### src/rtl/ps2_kb_event_rx.sv
// PS/2 keyboard receiver: input synchronisation and glitch filtering, frame
// checking, scan-code set 2 prefix decoding, a first-word-fall-through event
// FIFO and a table of currently held keys.
module ps2_kb_event_rx #(
    parameter int unsigned FIFO_DEPTH  = 8,
    parameter int unsigned MAX_HELD    = 4,
    parameter int unsigned FILTER_LEN  = 8,
    parameter int unsigned TIMEOUT_CYC = 100000
) (
    input  logic                          Clk,
    input  logic                          Reset,
    input  logic                          PS2_CLK,
    input  logic                          PS2_DAT,
    input  logic                          ev_ready,
    input  logic                          clear_err,
    output logic                          ev_valid,
    output logic [7:0]                    ev_code,
    output logic                          ev_ext,
    output logic                          ev_brk,
    output logic [$clog2(FIFO_DEPTH):0]   fifo_count,
    output logic [MAX_HELD-1:0]           held_valid,
    output logic [9*MAX_HELD-1:0]         held_codes,
    output logic                          any_held,
    output logic                          parity_err,
    output logic                          frame_err,
    output logic                          fifo_ovf
);

    localparam int unsigned PW = (FIFO_DEPTH > 1) ? $clog2(FIFO_DEPTH) : 1;
    localparam int unsigned CW = $clog2(FIFO_DEPTH) + 1;
    localparam int unsigned FW = $clog2(FILTER_LEN + 1);
    localparam int unsigned TW = $clog2(TIMEOUT_CYC + 1);

    typedef enum logic [1:0] {
        S_IDLE,
        S_DATA,
        S_PARITY,
        S_STOP
    } state_t;

    // input path
    logic          clk_s1_q, clk_s1_d, clk_s2_q, clk_s2_d;
    logic          dat_s1_q, dat_s1_d, dat_s2_q, dat_s2_d;
    logic          filt_q, filt_d;
    logic [FW-1:0] filt_cnt_q, filt_cnt_d;
    logic          fall;

    // frame FSM
    state_t        state_q, state_d;
    logic [7:0]    shift_q, shift_d;
    logic [2:0]    bit_cnt_q, bit_cnt_d;
    logic          par_q, par_d;
    logic [TW-1:0] to_cnt_q, to_cnt_d;
    logic          byte_valid_q, byte_valid_d;
    logic [7:0]    byte_q, byte_d;
    logic          perr_set, ferr_set;

    // decoder
    logic          ext_q, ext_d, brk_q, brk_d;
    logic [2:0]    skip_q, skip_d;
    logic          push;
    logic [9:0]    push_data;

    // FIFO
    logic [9:0]    mem_q [FIFO_DEPTH];
    logic [9:0]    mem_d [FIFO_DEPTH];
    logic [PW-1:0] wr_ptr_q, wr_ptr_d, rd_ptr_q, rd_ptr_d;
    logic [CW-1:0] cnt_q, cnt_d;
    logic          pop, full, wr_en, ovf_set;
    logic [9:0]    head;

    // held-key table
    logic [MAX_HELD-1:0] held_valid_q, held_valid_d;
    logic [8:0]          held_code_q [MAX_HELD];
    logic [8:0]          held_code_d [MAX_HELD];
    logic                found, placed;

    // sticky flags
    logic          parity_err_q, parity_err_d;
    logic          frame_err_q, frame_err_d;
    logic          fifo_ovf_q, fifo_ovf_d;

    // Synchronise both lines and accept a clock level only once it has held steady
    always_comb begin
        clk_s1_d   = PS2_CLK;
        clk_s2_d   = clk_s1_q;
        dat_s1_d   = PS2_DAT;
        dat_s2_d   = dat_s1_q;
        filt_d     = filt_q;
        filt_cnt_d = '0;
        if (clk_s2_q != filt_q) begin
            if (filt_cnt_q == FW'(FILTER_LEN - 1)) begin
                filt_d     = clk_s2_q;
                filt_cnt_d = '0;
            end else begin
                filt_cnt_d = filt_cnt_q + 1'b1;
            end
        end
        fall = filt_q & ~filt_d;
    end

    // Frame FSM: one bit per filtered falling edge, with a mid-frame timeout
    always_comb begin
        state_d      = state_q;
        shift_d      = shift_q;
        bit_cnt_d    = bit_cnt_q;
        par_d        = par_q;
        to_cnt_d     = to_cnt_q;
        byte_valid_d = 1'b0;
        byte_d       = byte_q;
        perr_set     = 1'b0;
        ferr_set     = 1'b0;
        if (fall) begin
            to_cnt_d = '0;
            case (state_q)
                S_IDLE: begin
                    if (!dat_s2_q) begin
                        state_d   = S_DATA;
                        bit_cnt_d = '0;
                    end
                end
                S_DATA: begin
                    shift_d   = {dat_s2_q, shift_q[7:1]};
                    bit_cnt_d = bit_cnt_q + 3'd1;
                    if (bit_cnt_q == 3'd7) state_d = S_PARITY;
                end
                S_PARITY: begin
                    par_d   = dat_s2_q;
                    state_d = S_STOP;
                end
                S_STOP: begin
                    state_d = S_IDLE;
                    if (!dat_s2_q) ferr_set = 1'b1;
                    if (!(^{shift_q, par_q})) perr_set = 1'b1;
                    if (dat_s2_q && (^{shift_q, par_q})) begin
                        byte_valid_d = 1'b1;
                        byte_d       = shift_q;
                    end
                end
                default: state_d = S_IDLE;
            endcase
        end else if (state_q != S_IDLE) begin
            if (to_cnt_q == TW'(TIMEOUT_CYC - 1)) begin
                state_d  = S_IDLE;
                ferr_set = 1'b1;
                to_cnt_d = '0;
            end else begin
                to_cnt_d = to_cnt_q + 1'b1;
            end
        end else begin
            to_cnt_d = '0;
        end
    end

    // Prefix decoder: E0/F0 set flags, E1 swallows the rest of the pause sequence
    always_comb begin
        ext_d     = ext_q;
        brk_d     = brk_q;
        skip_d    = skip_q;
        push      = 1'b0;
        push_data = {ext_q, brk_q, byte_q};
        if (byte_valid_q) begin
            if (skip_q != 3'd0) begin
                skip_d = skip_q - 3'd1;
            end else begin
                case (byte_q)
                    8'hE0: ext_d  = 1'b1;
                    8'hF0: brk_d  = 1'b1;
                    8'hE1: skip_d = 3'd7;
                    8'h00, 8'hAA, 8'hEE, 8'hFA, 8'hFE, 8'hFF: ;
                    default: begin
                        push  = 1'b1;
                        ext_d = 1'b0;
                        brk_d = 1'b0;
                    end
                endcase
            end
        end
    end

    // Event FIFO: a push into a full FIFO is still taken when a pop frees the head
    always_comb begin
        pop      = (cnt_q != '0) & ev_ready;
        full     = (cnt_q == CW'(FIFO_DEPTH));
        wr_en    = push & (~full | pop);
        ovf_set  = push & full & ~pop;
        mem_d    = mem_q;
        if (wr_en) mem_d[wr_ptr_q] = push_data;
        wr_ptr_d = wr_en ? wr_ptr_q + PW'(1) : wr_ptr_q;
        rd_ptr_d = pop   ? rd_ptr_q + PW'(1) : rd_ptr_q;
        case ({wr_en, pop})
            2'b10:   cnt_d = cnt_q + CW'(1);
            2'b01:   cnt_d = cnt_q - CW'(1);
            default: cnt_d = cnt_q;
        endcase
    end

    // Held-key table, driven by every decoded event whether or not the FIFO took it
    always_comb begin
        held_valid_d = held_valid_q;
        held_code_d  = held_code_q;
        found        = 1'b0;
        placed       = 1'b0;
        if (push) begin
            for (int unsigned i = 0; i < MAX_HELD; i++) begin
                if (held_valid_q[i] && held_code_q[i] == {push_data[9], push_data[7:0]})
                    found = 1'b1;
            end
            if (push_data[8]) begin
                for (int unsigned i = 0; i < MAX_HELD; i++) begin
                    if (held_valid_q[i] && held_code_q[i] == {push_data[9], push_data[7:0]}) begin
                        held_valid_d[i] = 1'b0;
                        held_code_d[i]  = '0;
                    end
                end
            end else if (!found) begin
                for (int unsigned i = 0; i < MAX_HELD; i++) begin
                    if (!placed && !held_valid_q[i]) begin
                        held_valid_d[i] = 1'b1;
                        held_code_d[i]  = {push_data[9], push_data[7:0]};
                        placed          = 1'b1;
                    end
                end
            end
        end
    end

    // Sticky error flags: a new error in the clearing cycle keeps the flag set
    always_comb begin
        parity_err_d = (parity_err_q & ~clear_err) | perr_set;
        frame_err_d  = (frame_err_q  & ~clear_err) | ferr_set;
        fifo_ovf_d   = (fifo_ovf_q   & ~clear_err) | ovf_set;
    end

    // All state registers with synchronous active-low reset
    always_ff @(posedge Clk) begin
        if (!Reset) begin
            clk_s1_q     <= 1'b1;
            clk_s2_q     <= 1'b1;
            dat_s1_q     <= 1'b1;
            dat_s2_q     <= 1'b1;
            filt_q       <= 1'b1;
            filt_cnt_q   <= '0;
            state_q      <= S_IDLE;
            shift_q      <= '0;
            bit_cnt_q    <= '0;
            par_q        <= 1'b0;
            to_cnt_q     <= '0;
            byte_valid_q <= 1'b0;
            byte_q       <= '0;
            ext_q        <= 1'b0;
            brk_q        <= 1'b0;
            skip_q       <= '0;
            mem_q        <= '{default: '0};
            wr_ptr_q     <= '0;
            rd_ptr_q     <= '0;
            cnt_q        <= '0;
            held_valid_q <= '0;
            held_code_q  <= '{default: '0};
            parity_err_q <= 1'b0;
            frame_err_q  <= 1'b0;
            fifo_ovf_q   <= 1'b0;
        end else begin
            clk_s1_q     <= clk_s1_d;
            clk_s2_q     <= clk_s2_d;
            dat_s1_q     <= dat_s1_d;
            dat_s2_q     <= dat_s2_d;
            filt_q       <= filt_d;
            filt_cnt_q   <= filt_cnt_d;
            state_q      <= state_d;
            shift_q      <= shift_d;
            bit_cnt_q    <= bit_cnt_d;
            par_q        <= par_d;
            to_cnt_q     <= to_cnt_d;
            byte_valid_q <= byte_valid_d;
            byte_q       <= byte_d;
            ext_q        <= ext_d;
            brk_q        <= brk_d;
            skip_q       <= skip_d;
            mem_q        <= mem_d;
            wr_ptr_q     <= wr_ptr_d;
            rd_ptr_q     <= rd_ptr_d;
            cnt_q        <= cnt_d;
            held_valid_q <= held_valid_d;
            held_code_q  <= held_code_d;
            parity_err_q <= parity_err_d;
            frame_err_q  <= frame_err_d;
            fifo_ovf_q   <= fifo_ovf_d;
        end
    end

    // Output mapping
    always_comb begin
        head       = mem_q[rd_ptr_q];
        ev_valid   = (cnt_q != '0);
        ev_code    = ev_valid ? head[7:0] : 8'h00;
        ev_ext     = ev_valid & head[9];
        ev_brk     = ev_valid & head[8];
        fifo_count = cnt_q;
        held_valid = held_valid_q;
        held_codes = '0;
        for (int unsigned i = 0; i < MAX_HELD; i++) begin
            held_codes[9*i +: 9] = held_code_q[i];
        end
        any_held   = |held_valid_q;
        parity_err = parity_err_q;
        frame_err  = frame_err_q;
        fifo_ovf   = fifo_ovf_q;
    end

endmodule

### config.mk
export PLATFORM = sky130hd
export DESIGN_NAME = ps2_kb_event_rx
export DESIGN_NICKNAME = d
export VERILOG_FILES = /design/src/rtl/ps2_kb_event_rx.sv
export SDC_FILE = /design/constraint.sdc
export NUM_CORES = 1
export LEC_CHECK = 0
export CAP_MARGIN = 0
export CORE_UTILIZATION = 25
export CTS_CLUSTER_SIZE = 40
export DETAILED_ROUTE_END_ITERATION = 16
export SETUP_SLACK_MARGIN = 0.4
export SLEW_MARGIN = 20
export SYNTH_ARGS = -nofsm -noshare
export SYNTH_HDL_FRONTEND = slang
export SYNTH_SLANG_ARGS = --single-unit
### constraint.sdc
create_clock -name Clk -period 3.3 [get_ports Clk]
set_input_delay 0.33 -clock Clk [delete_from_list [all_inputs] [get_ports Clk]]
set_output_delay 0.33 -clock Clk [all_outputs]
set_load 0.01 [all_outputs]
==> results by stage <==
Synthesis:
- The dominant combinational cell family by area after synthesis is simple AND/OR/NAND/NOR gates.
- The total of flip-flops plus latches after synthesis is 187.
- The portion of synthesized area spent on multiplexers is 17.3%.
- By area the synthesized netlist is led by dfxtp_1, mux2i_1, nor2b_1, mux4_2, xnor2_1.
- In the post-synthesis netlist, the cell with the most instances is dfxtp_1.
- Of the total synthesized cell area, the portion taken by AND, OR, NAND and NOR gates is approximately 22%.
- In this run, synthesis inferred 0 flip-flops with an integrated enable.
- The share of the synthesized area in compound gates (AO/OA/AOI/OAI) is 7.35%.
- In the synthesized netlist, the cells that appear most often are dfxtp_1, mux2i_1, nor2b_1, nand2_1, nand3_1.
- The synthesized netlist devotes 6.41% of its cell area to XOR and XNOR gates.
- The synthesized-area fraction occupied by adder cells is between 2 and 2.5%.
- The biggest area contributor in the post-synthesis netlist is dfxtp_1.
- The post-synthesis cell count is 971.
- The number of warnings reported in the yosys synthesis log is 0.
- In the synthesized netlist the async set-or-reset flop fraction comes to 0%.
- The share of the synthesized area in the top cell type is 40.0%.
- The predominant post-synthesis flop cell is dfxtp_1.
- A synthesized cell averages 9.64 um^2.
- In this run the cell area of the synthesized design comes to 9360 um^2.
- The sequential share of the synthesized area is 40.0%.
- The number of nets in the synthesized netlist is 992.
- The number of library cell types mapped by synthesis is between 60 and 70.

Drt:
- Dividing the detail-routed wire length by the instance count gives 15.4 um.
- The DRC violations left is 0.
- The DRC violation total after the first TritonRoute iteration is 503.
- The routed wire length is 23,100 um.
- The count of nets left with antenna violations after detail routing is 0.
- The number of vias per cell is 4.65.
- The number of iterations in the first detailed-routing pass is 5.
- The total number of vias is between 6,000 and 7,000.

Timing:
- Hold is met by 345 ps.
- The peak clock frequency supported by timing is 359 MHz.
- The final number of max-transition violations was 0.
- The final total negative setup slack is 0 ps.
- The transition time at the pin with the least slew margin is 930 ps.
- Setup repair after global routing could not meet its margin everywhere.
- After layout, the worst path uses 84.5% of the clock period.
- In this run the tightest slew margin relative to its limit is roughly 38%.
- The worst setup slack after layout is between 500 and 600 ps.
- The worst clock skew is 17.8 ps.
- Setup violations remaining at the end of the flow were counted as 0.
- Subtracting the final worst setup slack from the clock period gives 2790 ps.
- The hold violation total from the final report is 0.

Setup path:
- The classification of the worst setup path is flip-flop to output pin.
- The required arrival time at the worst endpoint is between 2000 and 3000 ps.
- The slowest stage of the critical path is the mux4_2 cell.
- The number of cells on the worst reg-to-reg path is 12.
- The delay of the slowest cell on the worst path is between 500 and 600 ps.
- In this run the critical register-to-register path is captured at fifo_count[3].
- The cell family with the largest share of critical-path delay is multiplexers.
- The launching element type of the critical path is a flip-flop.
- Data arrives at the worst endpoint at 2460 ps.
- Tracing the worst setup path back leads to its startpoint at rd_ptr_q[0].
- STA classifies the critical path endpoint as an output pin.
- The worst register-to-register path begins at fifo_count[1].
- Counting buffers and inverters, the worst setup path is 5 cells deep.
- The worst setup path endpoint is ev_ext.
- The setup check on the worst reg-to-reg path leaves a slack of 570 ps.
- The signal on the critical path passes through buf_12 -> mux4_2 -> mux2i_1 -> nor2_1 -> clkdlybuf4s50_1.
- Of all nets on the critical path, the largest fanout is 22.
- Together, buffers and inverters on the worst path number 2.

CTS:
- Buffers inserted during clock tree synthesis total 17.
- The worst-case clock buffer depth is 2.
- The insertion delay to the later sink of the worst-skew pair is 440 ps.
- The root buffer cell is clkbuf_16.
- The clock tree synthesis step divided the H-tree into 4 levels.
- The total clock sinks is 187.
- In this run, post-CTS hold repair placed 0 buffers.
- The number of buffers inserted to repair setup after CTS is 0.
- After clock tree synthesis, the clock-pin slew on the worst setup and hold paths is 80 ps.
- TritonCTS built the clock tree.

Layout:
- Registers take 3750 um^2.
- The final layout contains 1,036 nets.
- The layout overhead on the synthesized area is 18.4%.
- The filler cells instantiated in the layout total 3,780.
- The footprint of the multi-input gates is 5170 um^2.
- The share of final-layout standard cells stronger than drive strength 1 is 11.5%.
- 0 antenna diodes ended up in the layout.

Power and ir drop:
- The worst ir drop on vdd is 314 uV.
- The switching power summed over all nets is 1.01 mW.
- Of the total power, the share spent switching nets is 23.4%.
- Per report_power, the combinational group accounts for 1.6% of the total.
- The internal power of the cells totals 3.31 mW.
- Of the total power, the clock network draws 46.1%.
- The total power after layout is around 4.3 mW.
- The share of total power dissipated in sequential elements is around 52%.
- The leakage power is 4.31 nW.
- The power density over the cells is a little under 400 nW/um^2.

Global routing:
- The number of global-route vias before repair is around 7,000.
- The first global-routing pass estimated 37,500 um of wire.
- The initial antenna violation count was 0.
- The total global routing overflow is 0.
- Entering global routing, the biggest net connects 76 pins.
- Global routing used between 10% and 20% of the available tracks across all layers.

Die:
- Measured along the x axis, the die boundary spans 196 um.
- The floorplan step defined a die boundary enclosing ~38,000 um^2.
- The initial utilization of the core area, before any placement, comes to between 20% and 30%.
- Measured along the y axis, the die boundary spans 196 um.
- between 60 and 70 I/O pins were placed.
- The site row count is 70.
- The core outline area is about 37,000 um^2.

Placement:
- Buffers placed on the I/O ports in this run total 64.
- Routability-driven placement finished with a final weighted congestion of 0.852.
- Before CTS, the worst setup slack after placement is 217 ps.
- The HPWL after detailed placement is 15,700 um.

Min path:
- The tightest min-delay check is of the primary input to flip-flop type.

Run status:
- The flow ran to the end, and the final reports show no timing, DRC or antenna violations.

Run:
- The number of violations of the max-capacitance limit is 0.
## flip-flops by register name, summed over array words and instances, names as in the netlist, 2 cells and up
signal / count
wr_ptr_q: 3
held_codes: 36
byte_q: 8
state_q: 2
fifo_count: 4
mem_q: 80
held_valid: 4
to_cnt_q: 17
rd_ptr_q: 3
shift_q: 8
bit_cnt_q: 3
skip_q: 3
filt_cnt_q: 4
## power groups by stage
stage | logic [mW] | registers [mW] | clock network (mW)
detailed placement | 0.0692 | 2.31 | 0
global route | 0.0743 | 2.26 | 2.15
global placement | 0.0691 | 2.31 | 0
finish | 0.0696 | 2.26 | 1.99
CTS | 0.0691 | 2.26 | 2.05
floorplan | 0.0488 | 2.31 | 0
## placed cells by master, fill, tap and decap left out, types with 3 or more instances in the layout
cell / count
buf_4: 34
nand2_1: 80
nor2_1: 45
o211a_1: 4
or3_1: 7
nor4b_1: 3
nand2b_1: 9
clkbuf_16: 17
o22ai_1: 8
and4_1: 3
nor2b_1: 87
dfxtp_2: 6
ha_1: 14
a21boi_0: 21
dfxtp_1: 180
nor3b_2: 3
inv_8: 4
nand4_1: 20
xnor2_1: 46
mux4_2: 20
o21ai_0: 13
o31ai_1: 9
mux2i_1: 115
and2_1: 7
inv_1: 23
clkdlybuf4s50_1: 63
nor3_1: 18
and3_1: 4
xor2_1: 20
a31oi_1: 10
nand3_1: 50
a21oi_1: 14
inv_6: 6
nor4_1: 6
## timing repair
action | in CTS | in global routing
setup endpoints to repair | 4 | 3
resized for setup | 3 | 18
pin swaps | 0 | 1
## metal layers
layer / global-route usage, % / vias up / routed length (um)
met5: 0 / - / 0
met4: 3.85 / 0 / 399
met3: 2.38 / 21 / 632
met2: 20.4 / 98 / 11100
met1: 16.0 / 3370 / 11000
li1: - / 3466 / -
## cells by family (layout without fill, tap and decap cells)
family | count (synthesis) | after routing
xor+xnor | 67 | 67
compound gates | 98 | 98
simple gates | 370 | 370
mux | 137 | 137
fa+ha+maj | 15 | 15
flops | 187 | 187
buf+inv | 97 | 154
## per-stage QoR
step / cells / utilization, % / area, um^2
6_report: 1496 / 30.2 / 11100
3_3_place_gp: 1464 / 28.5 / 10500
2_1_floorplan: 971 / - / 9360
3_5_place_dp: 1464 / 28.5 / 10500
4_1_cts: 1496 / 30.1 / 11000
5_1_grt: 1496 / 30.2 / 11100
## area by class of cell
type	count	share of cell area [%]
Timing Repair Buffer	99	8.31
Inverter	23	0.779
Tap cell	468	5.28
Clock buffer	19	4.00
Sequential cell	187	33.9
Clock inverter	13	1.08
Multi-Input combinational cell	687	46.7
## worst min-delay path by stage
stage                        start             to  slack, ps  depth (start not counted)
final                        Reset  fifo_count[3]        350                          2
after CTS                    Reset  fifo_count[3]        320                          2
after floorplan           clk_s1_q       clk_s2_q        390                          1
after global routing         Reset  fifo_count[3]        340                          2
after detailed placement  clk_s1_q       clk_s2_q        400                          1
after global placement    clk_s1_q       clk_s2_q        390                          1
Note: power is estimated with default switching activity, not from simulation.
